===== src/rtl/uart_tx_arbiter_pkg.sv =====
// Shared definitions for the UART transmit arbiter: FSM encodings and the
// channel-ID header byte format.
package uart_tx_arbiter_pkg;

   localparam logic [1:0] ST_IDLE = 2'd0;
   localparam logic [1:0] ST_HDR  = 2'd1;
   localparam logic [1:0] ST_DATA = 2'd2;
   localparam logic [1:0] ST_ACK  = 2'd3;

   localparam logic [7:0] HDR_BASE_DEF = 8'hA0;

   // Header keeps the upper five base bits and carries the channel id below them.
   function automatic logic [7:0] hdr_byte(input logic [7:0] base, input logic [2:0] id);
      return {base[7:3], id};
   endfunction

endpackage


===== src/rtl/uart_tx_arbiter_if.sv =====
// Requester byte streams plus the UART holding-register port, bundled for the arbiter.
interface uart_tx_arbiter_if #(
   parameter int NUM_REQ = 4,
   parameter int IDW     = 2
);
   logic [NUM_REQ-1:0]   req_valid;
   logic [8*NUM_REQ-1:0] req_data;
   logic [NUM_REQ-1:0]   req_last;
   logic [NUM_REQ-1:0]   req_ready;
   logic [7:0]           tx_data;
   logic                 tx_wr;
   logic                 txrdy;
   logic [IDW-1:0]       grant_id;
   logic                 busy;

   modport slave (
      input  req_valid, req_data, req_last, txrdy,
      output req_ready, tx_data, tx_wr, grant_id, busy
   );

   modport master (
      output req_valid, req_data, req_last, txrdy,
      input  req_ready, tx_data, tx_wr, grant_id, busy
   );
endinterface


===== src/rtl/uart_tx_arbiter_rr_arb.sv =====
// Combinational round-robin pick: first active request at or after ptr_i,
// wrapping from NUM_REQ-1 back to 0.
module uart_rr_arb #(
   parameter int NUM_REQ = 4,
   parameter int IDW     = 2
) (
   input  logic [NUM_REQ-1:0] req_i,
   input  logic [IDW-1:0]     ptr_i,
   output logic [NUM_REQ-1:0] gnt_o,
   output logic [IDW-1:0]     id_o,
   output logic               any_o
);

   logic found;

   always_comb begin
      gnt_o = '0;
      id_o  = '0;
      any_o = |req_i;
      found = 1'b0;
      for (int k = 0; k < NUM_REQ; k++) begin
         for (int j = 0; j < NUM_REQ; j++) begin
            if (!found && req_i[j] && (j == (int'(ptr_i) + k) % NUM_REQ)) begin
               found    = 1'b1;
               gnt_o[j] = 1'b1;
               id_o     = IDW'(j);
            end
         end
      end
   end

endmodule


===== src/rtl/uart_tx_arbiter.sv =====
// Shares one UART holding register between NUM_REQ byte streams; the round-robin
// grant is held for a whole packet and each packet may be prefixed with an id header.
module uart_tx_arbiter
   import uart_tx_arbiter_pkg::*;
#(
   parameter int         NUM_REQ  = 4,
   parameter int         IDW      = 2,
   parameter int         HDR_EN   = 1,
   parameter logic [7:0] HDR_BASE = HDR_BASE_DEF,
   parameter int         MAX_PKT  = 16
) (
   input  logic          clk,
   input  logic          aresetn,
   uart_tx_arbiter_if.slave bus
);

   logic [1:0]         state_q, state_d;
   logic [IDW-1:0]     rr_ptr_q, rr_ptr_d;
   logic [IDW-1:0]     gid_q, gid_d;
   logic [NUM_REQ-1:0] gnt_q, gnt_d;
   logic [7:0]         byte_cnt_q, byte_cnt_d;
   logic [7:0]         tx_data_q, tx_data_d;
   logic               tx_wr_q, tx_wr_d;
   logic               last_q, last_d;
   logic               hdr_q, hdr_d;

   logic [NUM_REQ-1:0] arb_gnt;
   logic [IDW-1:0]     arb_id;
   logic               arb_any;
   logic               sel_valid, sel_last, xfer;
   logic [7:0]         sel_data;
   logic [IDW-1:0]     ptr_next;

   uart_rr_arb #(.NUM_REQ(NUM_REQ), .IDW(IDW)) u_arb (
      .req_i (bus.req_valid),
      .ptr_i (rr_ptr_q),
      .gnt_o (arb_gnt),
      .id_o  (arb_id),
      .any_o (arb_any)
   );

   // The latched one-hot grant steers the byte mux and the ready fan-out.
   always_comb begin
      sel_data = '0;
      for (int j = 0; j < NUM_REQ; j++) begin
         if (gnt_q[j]) sel_data = sel_data | bus.req_data[8*j +: 8];
      end
   end

   assign sel_valid = |(bus.req_valid & gnt_q);
   assign sel_last  = |(bus.req_last & gnt_q);
   assign xfer      = (state_q == ST_DATA) && bus.txrdy && sel_valid;
   assign ptr_next  = (gid_q == IDW'(NUM_REQ - 1)) ? '0 : gid_q + IDW'(1);

   always_comb begin
      state_d    = state_q;
      rr_ptr_d   = rr_ptr_q;
      gid_d      = gid_q;
      gnt_d      = gnt_q;
      byte_cnt_d = byte_cnt_q;
      tx_data_d  = tx_data_q;
      tx_wr_d    = 1'b0;
      last_d     = last_q;
      hdr_d      = hdr_q;
      case (state_q)
         ST_IDLE: begin
            if (arb_any) begin
               gid_d      = arb_id;
               gnt_d      = arb_gnt;
               byte_cnt_d = '0;
               last_d     = 1'b0;
               state_d    = (HDR_EN != 0) ? ST_HDR : ST_DATA;
            end
         end
         ST_HDR: begin
            if (bus.txrdy) begin
               tx_wr_d   = 1'b1;
               tx_data_d = hdr_byte(HDR_BASE, 3'(gid_q));
               hdr_d     = 1'b1;
               state_d   = ST_ACK;
            end
         end
         ST_DATA: begin
            if (xfer) begin
               tx_wr_d    = 1'b1;
               tx_data_d  = sel_data;
               byte_cnt_d = byte_cnt_q + 8'd1;
               last_d     = sel_last || (byte_cnt_q + 8'd1 == 8'(MAX_PKT));
               hdr_d      = 1'b0;
               state_d    = ST_ACK;
            end
         end
         ST_ACK: begin
            // txrdy falling is the UART's proof that it took the byte.
            if (!bus.txrdy) begin
               if (hdr_q) begin
                  hdr_d   = 1'b0;
                  state_d = ST_DATA;
               end else if (last_q) begin
                  rr_ptr_d = ptr_next;
                  state_d  = ST_IDLE;
               end else begin
                  state_d = ST_DATA;
               end
            end
         end
         default: state_d = ST_IDLE;
      endcase
   end

   always_ff @(posedge clk or negedge aresetn) begin
      if (!aresetn) begin
         state_q    <= ST_IDLE;
         rr_ptr_q   <= '0;
         gid_q      <= '0;
         gnt_q      <= '0;
         byte_cnt_q <= '0;
         tx_data_q  <= '0;
         tx_wr_q    <= 1'b0;
         last_q     <= 1'b0;
         hdr_q      <= 1'b0;
      end else begin
         state_q    <= state_d;
         rr_ptr_q   <= rr_ptr_d;
         gid_q      <= gid_d;
         gnt_q      <= gnt_d;
         byte_cnt_q <= byte_cnt_d;
         tx_data_q  <= tx_data_d;
         tx_wr_q    <= tx_wr_d;
         last_q     <= last_d;
         hdr_q      <= hdr_d;
      end
   end

   assign bus.req_ready = ((state_q == ST_DATA) && bus.txrdy) ? gnt_q : '0;
   assign bus.tx_data   = tx_data_q;
   assign bus.tx_wr     = tx_wr_q;
   assign bus.grant_id  = gid_q;
   assign bus.busy      = (state_q != ST_IDLE);

endmodule


===== src/flat_wrapper.sv =====
// flat-port wrapper written by rule: the top's interface ports become plain ports
module uart_tx_arbiter_flat import uart_tx_arbiter_pkg::*;
#(
   parameter int         NUM_REQ  = 4,
   parameter int         IDW      = 2,
   parameter int         HDR_EN   = 1,
   parameter logic [7:0] HDR_BASE = HDR_BASE_DEF,
   parameter int         MAX_PKT  = 16
)
  (clk, aresetn, bus_req_valid, bus_req_data, bus_req_last, bus_txrdy, bus_req_ready, bus_tx_data, bus_tx_wr, bus_grant_id, bus_busy);
  uart_tx_arbiter_if #(.NUM_REQ(NUM_REQ), .IDW(IDW)) bus_i ();
  input  logic clk;
  input  logic aresetn;
  input wire logic [$bits(bus_i.req_valid)-1:0] bus_req_valid;
  input wire logic [$bits(bus_i.req_data)-1:0] bus_req_data;
  input wire logic [$bits(bus_i.req_last)-1:0] bus_req_last;
  input wire logic [$bits(bus_i.txrdy)-1:0] bus_txrdy;
  output wire logic [$bits(bus_i.req_ready)-1:0] bus_req_ready;
  output wire logic [$bits(bus_i.tx_data)-1:0] bus_tx_data;
  output wire logic [$bits(bus_i.tx_wr)-1:0] bus_tx_wr;
  output wire logic [$bits(bus_i.grant_id)-1:0] bus_grant_id;
  output wire logic [$bits(bus_i.busy)-1:0] bus_busy;
  assign bus_i.req_valid = bus_req_valid;
  assign bus_i.req_data = bus_req_data;
  assign bus_i.req_last = bus_req_last;
  assign bus_i.txrdy = bus_txrdy;
  assign bus_req_ready = bus_i.req_ready;
  assign bus_tx_data = bus_i.tx_data;
  assign bus_tx_wr = bus_i.tx_wr;
  assign bus_grant_id = bus_i.grant_id;
  assign bus_busy = bus_i.busy;
  uart_tx_arbiter #(.NUM_REQ(NUM_REQ), .IDW(IDW), .HDR_EN(HDR_EN), .HDR_BASE(HDR_BASE), .MAX_PKT(MAX_PKT)) u_core (.clk(clk), .aresetn(aresetn), .bus(bus_i));
endmodule

===== config.mk =====
export PLATFORM = sky130hd
export DESIGN_NAME = uart_tx_arbiter_flat
export DESIGN_NICKNAME = d
export VERILOG_FILES = /design/src/rtl/uart_tx_arbiter_pkg.sv /design/src/rtl/uart_tx_arbiter_if.sv /design/src/rtl/uart_tx_arbiter_rr_arb.sv /design/src/rtl/uart_tx_arbiter.sv /design/src/flat_wrapper.sv
export SDC_FILE = /design/constraint.sdc
export NUM_CORES = 1
export LEC_CHECK = 0
export CAP_MARGIN = 10
export CORE_MARGIN = 4
export CORE_UTILIZATION = 31
export DETAILED_ROUTE_END_ITERATION = 12
export HOLD_SLACK_MARGIN = 0.08
export PLACE_DENSITY = 0.59
export SETUP_SLACK_MARGIN = 0.2
export SYNTH_ARGS = -nofsm -noshare
export SYNTH_HDL_FRONTEND = slang
export SYNTH_SLANG_ARGS = --single-unit

===== constraint.sdc =====
create_clock -name clk -period 1.9 [get_ports clk]
set_input_delay 0.285 -clock clk [delete_from_list [all_inputs] [get_ports clk]]
set_output_delay 0.285 -clock clk [all_outputs]
set_load 0.02 [all_outputs]

# After elaboration in Yosys (flattened, before gate mapping)
# Cells that the tools add are included.
# W data, S select, Z words.
# totals
register_bits	29
elab_cells	189
out_inout_bits	16
in_bits	43
# op_classes
muxes	74
bitwise	10
n_reduce_logical	70
n_addsub	5
eq_ne	21
# ops
op	count
$logic_not A32 Y1	4
$mux W8	8
$mux W2	21
$mux W1	38
$logic_and A1 B1 Y1	33
$pmux W8 S2	2
$or A8 B8 Y8	3
$eq A3 B3 Y1 const A	6
$logic_not A1 Y1	15
$reduce_and A4 Y1	3
$reduce_or A4 Y1	3
$eq A2 B3 Y1 const A	3
$add A8 B1 Y8 const B	1
$and A4 B4 Y4	2
$eq A8 B5 Y1 const B	1
$pmux W2 S4	1
$eq A2 B2 Y1 const B	3
$reduce_and A3 Y1	2
$reduce_bool A2 Y1	3
$reduce_or A2 Y1	3
$add A2 B1 Y2 const B	2
$add A2 B2 Y2 const B	2
$eq A2 B2 Y1 const A	2
$mux W4	1
12 further kinds	18

# Logic depth before layout (Yosys ltp)
# Gate-level depths: netlist (run 1).
# logic_depth
depth_word	63
mapped_depth	8
ltp_nobuf	6

# By module
# From an unflattened synthesis (run 1), not the netlist that was laid out.
# unflattened
cells_unflattened	186
area_unflattened_um2	1908.1
# modules_own_cells
module	cells_each	seq_area_each_um2	instances	area_per_inst_um2
uart_tx_arbiter	159	725.7	1	1759.2
uart_rr_arb	27	0.0	1	148.9

# Least setup slack after synthesis (run 1)
# No wires, ideal clock.
# synth_path
kind	register to register
from	register u_core.state_q[0]
to	register u_core.byte_cnt_q[3]
stages_incl_launch_ff	8
required_time_ns	1.776
path_buffers	1
setup_time_ns	0.124
synth_period_minus_slack_ns	1.868
slack_ns	0.032
arrival_ns	1.744
cell_sequence	dfrtp_1 > inv_1 > ha_1 > inv_1 > or3_1 > buf_2 > and2_4 > a211o_1
# synth_between
elab_chain_cells	5
elab_cells_between_ends	9
cone_classes	3 x eq/ne; 1 x mux; 5 x reduce/logical
# synth_rtl
element	line	source
start, declared	uart_tx_arbiter.sv:17	logic [1:0] state_q, state_d;
start signal, assigned	uart_tx_arbiter.sv:123	state_q <= state_d;
$eq A2 B2 Y1	uart_tx_arbiter.sv:52, uart_tx_arbiter.sv:65	
$logic_and A1 B1 Y1 (2 in a row)	uart_tx_arbiter.sv:52	assign xfer = (state_q == ST_DATA) && bus.txrdy && sel_valid;
$ne A2 B1 Y1 (no source line)	--	
$reduce_and A3 Y1 (no source line)	--	
end signal, assigned	uart_tx_arbiter.sv:127	byte_cnt_q <= byte_cnt_d;
end, declared	uart_tx_arbiter.sv:21	logic [7:0] byte_cnt_q, byte_cnt_d;
# Several ways; a longest one is shown, not always the timed one.
# A chain may end at the register's enable or synchronous reset.

# Worst setup path after layout (run 1)
# layout_path
from	register u_core.state_q[0]
to	register u_core.byte_cnt_q[6]
# Same word-level chain as after synthesis.

==> results of run 1 <==
-- layer usage --
| metal | global-route usage | vias to the layer above |
|---|---|---|
| met5 | 0 | - |
| met4 | 0.0547 | 0 |
| met3 | 0.0485 | 10 |
| met2 | 0.250 | 56 |
| met1 | 0.172 | 884 |
| li1 | - | 910 |
-- cell families (layout without fill, tap and decap cells) --
kind of cell | after synthesis | count (layout) | synth area share
fa+ha+maj | 7 | 7 | 0.0471
xor+xnor | 1 | 1 | 0.00471
simple gates | 60 | 60 | 0.165
buf+inv | 21 | 107 | 0.0492
mux | 14 | 14 | 0.0835
compound gates | 66 | 66 | 0.260
flops | 29 | 29 | 0.391
-- critical path, stage by stage, from the launching register on --
cell	delay [ns]
dfrtp_1	0.39
inv_2	0.10
ha_4	0.19
nand2_2	0.07
buf_4	0.14
a21o_4	0.20
or4_4	0.48
nand3_2	0.08
-- worst max-delay path by stage --
stage | start | to | cells past startpoint
after floorplan | u_core.state_q[1] | u_core.byte_cnt_q[3] | 7
after global placement | bus_req_valid[1] | u_core.bus.tx_data[2] | 6
after detailed placement | bus_req_valid[0] | u_core.bus.tx_data[5] | 6
after CTS | bus_req_valid[0] | u_core.bus.tx_data[5] | 6
after global routing | u_core.state_q[0] | u_core.byte_cnt_q[6] | 7
final | u_core.state_q[0] | u_core.byte_cnt_q[6] | 7
-- cell usage after synthesis (5+ instances only) --
cell / instances
clkbuf_1: 7
nand3_1: 10
nor2_1: 7
nor3_1: 5
ha_1: 7
nand2_1: 18
mux2_2: 12
a22oi_1: 16
a211o_1: 6
inv_1: 9
dfrtp_1: 29
a21boi_0: 5
and3_1: 6
a21oi_1: 11
-- flip-flops by register name, indices dropped and copies added, names as in the netlist --
register	cells
u_core.bus.tx_data	8
u_core.byte_cnt_q	8
u_core.gnt_q	4
u_core.bus.grant_id	2
u_core.rr_ptr_q	2
u_core.state_q	2
u_core.bus.tx_wr	1
u_core.hdr_q	1
u_core.last_q	1
-- timing repair --
| action | 4_1_cts | 5_1_grt |
|---|---|---|
| pin swaps | 7 | 1 |
| setup endpoints to repair | 19 | 24 |
| buffers inserted | 5 | 0 |
| hold buffers | 0 | 0 |
| resized for setup | 18 | 13 |
| endpoints found under the hold margin | 0 | 0 |
-- power by group --
part / leakage, nW / total, W / switching [W] / internal, W
clock: 0.0542 / 0.000559 / 0.000232 / 0.000327
sequential: 0.367 / 0.00101 / 0.000200 / 0.000815
combinational: 0.880 / 0.00212 / 0.000965 / 0.00116
-- stage by stage --
| step | worst slack [ns] | area [um2] | total power (W) | TNS [ns] |
|---|---|---|---|---|
| after floorplan | 0.167 | 1900 | 0.00218 | 0 |
| after global placement | -0.0683 | 2710 | 0.00303 | -0.734 |
| after detailed placement | -0.114 | 2710 | 0.00303 | -1.12 |
| after CTS | 0.145 | 2890 | 0.00372 | 0 |
| after global routing | 0.121 | 2900 | 0.00398 | 0 |
| final | 0.196 | 2900 | 0.00370 | 0 |
-- area by class of cell --
cell class                      count  area [um2]
Sequential cell                    29         727
Clock buffer                        7        96.3
Tap cell                           72        90.1
Multi-Input combinational cell    148        1110
Clock inverter                      1        5.00
Fill cell                         556        2780
Inverter                            9        36.3
Timing Repair Buffer               90         836
==> metrics.txt, run 1 <==
critical path class=register to register; Final setup viols=0; ant diodes=0; die area=about 7300 um2; actual transition at the worst max-transition pin=about 0.39 ns; Rows=27; met3 wire length=~360 um; area leader, netlist=dfrtp_1; syn avg cell area=roughly 9.4 um2; CTS clock-pin slew for the worst setup and hold paths=around 0.06 ns; crit-path max FO=7; worst r2r path cells=7; Post-Syn Instances=roughly 200; fin cells=between 300 and 400; overall routing resource usage=0.147; H-tree depth=2; Initial Utilization=0.327; WHS=between 0.3 and 0.4 ns; # IOs=between 50 and 60; # DRC=0; initial DRC count=68; TritonCTS clock tree=yes; minimum clock period=1.70 ns; share of cells above drive strength 1=0.271; Detail Placement HPWL=4020 um; number of global-route vias before repair=around 1900; PwrDens=1280 nW/um2; port bufs=58; most frequent cells in the layout=clkdlybuf4s50_1, buf_4, dfrtp_1; max-cap violations=0; global-route wire length before repair=between 8000 and 9000 um; Routed WL=5230 um; final hold violations=0; placed instance count=between 300 and 400; maximum ir drop on the vdd rail=a little over 700 uV; Sink Count=29; clk buf depth=2; worst skew pair latency=0.28 ns; number of antenna violations at the first check in global routing=0; DRT antenna net count=0; Synth top area share=0.391; clk root buf=clkbuf_8; LEAKAGE=between 1 and 1.5 nW; final worst path period share=0.897; P&R area growth vs syn=56.0%; CP Launch Type=register; Final Util=0.511; DIE HEIGHT=85.4 um; Slew Limit Fails=0; Max-slew headroom=0.739; syn_nets=between 200 and 250; Top Metal Used=met4; die width=about 85 um; skew final=0.00255 ns; Core Region=5680 um2; Post-synth EDFFs=0; Num CTS Buffers=5; R2R Path End=u_core.byte_cnt_q[6]; Setup crit end kind=register; post-synthesis sequential area ratio=0.391; Avg WL per Cell=~15 um; Netlist Area Pre-Place=between 1500 and 2000 um2; Warnings, synthesis=0; grt total ovfl=0; leading cell type in the layout, fill and taps excluded=clkdlybuf4s50_1; Vias=1860; Final Wtd Congestion=~0.8; pin count of the biggest net entering global routing=30; Synth Register Bits=29; Vias/cell=5.22; WP data required=roughly 2.1 ns; RSZ-0062 raised after global routing=yes; r2r startpoint=u_core.state_q[0]; DR WL met2=roughly 2700 um; Synth Flop Type=dfrtp_1; Distinct cells, synth=between 40 and 50; FFs w/ async S/R, synth=1.00; Synth area leaders=dfrtp_1, mux2_2, a22oi_1, ha_1, nand2_1; Initial DRT Pass Iterations=5; max frequency=just under 600 MHz; flop2flop setup slack=roughly 0.20 ns; hold crit path type=input port to async pin; status=completed; nets=333; Arr. time, crit path=roughly 1.9 ns; M1 WL=between 2000 and 2500 um
Note: power is estimated with default switching activity, not from simulation.
==> run 2, diff against run 1 <==
--- a/config.mk
+++ b/config.mk
@@ -12,6 +12,8 @@
 export HOLD_SLACK_MARGIN = 0.08
 export PLACE_DENSITY = 0.59
 export SETUP_SLACK_MARGIN = 0.2
+export SLEW_MARGIN = 30
 export SYNTH_ARGS = -nofsm -noshare
 export SYNTH_HDL_FRONTEND = slang
+export SYNTH_HIERARCHICAL = 1
 export SYNTH_SLANG_ARGS = --single-unit
==> run 2 against run 1 <==
Against the previous run:
- worst setup slack improved by 0.016 ns
- register-to-register slack better by 0.02 ns
- sequential power up 6%
- routed wire length up 8.5%
- largest cell class unchanged
==> metrics.txt, run 2 <==
TritonCTS clock tree=yes; top post-synthesis cells by count=dfrtp_1, a22oi_1, a21oi_1, nand2_1, nor2_1; final worst path period share=0.888; grt total ovfl=0; port bufs=58; worst skew pair latency=between 0.2 and 0.3 ns; Slew Limit Fails=0; most frequent cells in the layout=clkdlybuf4s50_1, buf_4, dfrtp_1; die area=7470 um2; Routed WL=~5700 um; Synth top area share=0.380; dpl ws=-0.149 ns; Tot Pwr=slightly below 0.004 W; FFs w/ async S/R, synth=1.00; critical path class=register to register; Arr. time, crit path=about 1.9 ns; r2r startpoint=u_core/state_q[0]; fin cells=about 350; Initial DRT Pass Iterations=4; RSZ-0062 raised after global routing=yes; pin count of the biggest net entering global routing=30; Synth Flop Type=dfrtp_1; flop2flop setup slack=0.21 ns; max frequency=592 MHz; final worst slack=approximately 0.21 ns; final hold violations=0; CTS Hold Buffers Added=0; critical path depth in cells=7; CP top delay family=flip-flops; nets=about 330; P&R area growth vs syn=55.9%; Post-Syn Instances=roughly 190; count leader, synth=dfrtp_1; Setup crit end kind=register; clk buf depth=2; die width=~86 um; CP peak stage delay=0.40 ns; # IOs=59; WP data required=approximately 2.1 ns; Vias/cell=around 5.1; share of cells above drive strength 1=0.308; Avg WL per Cell=about 16 um; ant diodes=0; CP Launch Type=register; Final Wtd Congestion=0.794; Post-synth EDFFs=0; H-tree depth=2; global-route wire length before repair=a little over 9000 um; Final setup viols=0; LEAKAGE=roughly 1.3 nW; syn_nets=around 240; number of global-route vias before repair=around 1900; placed instance count=335; Synth Register Bits=29; max-cap violations=0; area leader, netlist=dfrtp_1; actual transition at the worst max-transition pin=roughly 0.42 ns; hold crit path type=input port to async pin; overall routing resource usage=0.161; Netlist Area Pre-Place=approximately 1900 um2; leading cell type in the layout, fill and taps excluded=clkdlybuf4s50_1; minimum clock period=1.69 ns; CP endpoint=u_core/bus.tx_data[6]; skew final=between 0.003 and 0.004 ns; initial DRC count=around 80; PwrDens=approximately 1300 nW/um2; Initial Utilization=0.320; # DRC=0; DRT antenna net count=0; crit-path max FO=8; Distinct cells, synth=slightly above 50; Synth area leaders=dfrtp_1, mux2_4, a22oi_1, ha_1, mux2_2; Num CTS Buffers=5; WHS=roughly 0.39 ns; Warnings, synthesis=6; maximum ir drop on the vdd rail=around 690 uV; Rows=28; critical-path cell list=buf_4 > ha_1 > nor2b_4 > nor2_4 > o21ai_4 > buf_12 > mux2_4; TNS Setup=0 ns; Detail Placement HPWL=4220 um; Worst Path Buf+Inv=2; Core Region=slightly below 6000 um2; worst r2r path cells=7; DIE HEIGHT=around 86 um; CTS clock-pin slew for the worst setup and hold paths=0.07 ns; clk root buf=clkbuf_8; Max-slew headroom=0.721; CP max-delay cell=dfrtp_1; Vias=1800; number of antenna violations at the first check in global routing=0; syn avg cell area=10.3 um2; Sink Count=29; status=completed; R2R Path End=u_core/bus.tx_data[6]; Critical Path Start=u_core/state_q[0]; post-synthesis sequential area ratio=0.380
run 2: changes by cell type in the layout (fill, tap and decap cells not counted), sizes merged, moves of 3 or more:
cell,delta
nand3,-6
mux2,+5
nand2,-5
clkdlybuf4s50,-4
a211oi,+3
a21boi,-3
a21o,-3
and2,-3
dlygate4sd2,+3
run 2: layout make-up:
type	count	area, um2
flip-flops and latches	29	728
clock buffers	5	68.8
inverters	7	31.3
fillers	570	2980
multi-input cells	142	1200
well taps	75	93.8
repair buffers	90	833
clock inverters	3	17.5
run 2: per-stage QoR:
stage               utilization  instance area (um2)
floorplan                     -                 1940
global placement          0.467                 2780
detailed placement        0.467                 2780
CTS                       0.489                 2910
global route              0.499                 2970
finish                    0.499                 2970
run 2: repair_timing:
| action | 4_1_cts | 5_1_grt |
|---|---|---|
| buffers inserted | 6 | 2 |
| endpoints found under the setup margin | 21 | 23 |
| resized for setup | 20 | 17 |
| pin swaps | 2 | 2 |
run 2: cell families after synthesis:
kind of cell               Yosys count  synth area share
muxes                               18             0.121
AOI/OAI and AO/OA                   65             0.271
xor gates and xnor gates             1           0.00459
and+or+nand+nor                     50             0.137
buffers and inverters               15            0.0328
adders and majority gates            8            0.0525
DFF                                 29             0.380
run 2: routing by layer:
layer / GRT usage / up-vias / wire [um]
met2: 0.256 / 49 / 2730
met3: 0.0342 / 10 / 288
met4: 0.0722 / 0 / 114
met5: 0 / - / 0
met1: 0.209 / 852 / 2540
li1: - / 889 / -
run 2: worst min path at each step:
stage                 start                     end  cells after the start
4_1_cts             aresetn    u_core/byte_cnt_q[5]                      2
5_1_grt             aresetn   u_core/bus.tx_data[1]                      2
6_report            aresetn    u_core/byte_cnt_q[0]                      2
3_5_place_dp   u_core/hdr_q            u_core/hdr_q                      1
3_3_place_gp   u_core/hdr_q            u_core/hdr_q                      1
2_1_floorplan       aresetn  u_core/bus.grant_id[0]                      0
run 2: power breakdown:
| part | leakage, nW | switching [W] | total (W) | internal, W |
|---|---|---|---|---|
| Combinational | 0.925 | 0.00111 | 0.00240 | 0.00129 |
| Sequential | 0.373 | 0.000227 | 0.00107 | 0.000846 |
| Clock | 0.0439 | 0.000251 | 0.000503 | 0.000252 |
| Total | 1.34 | 0.00159 | 0.00398 | 0.00239 |
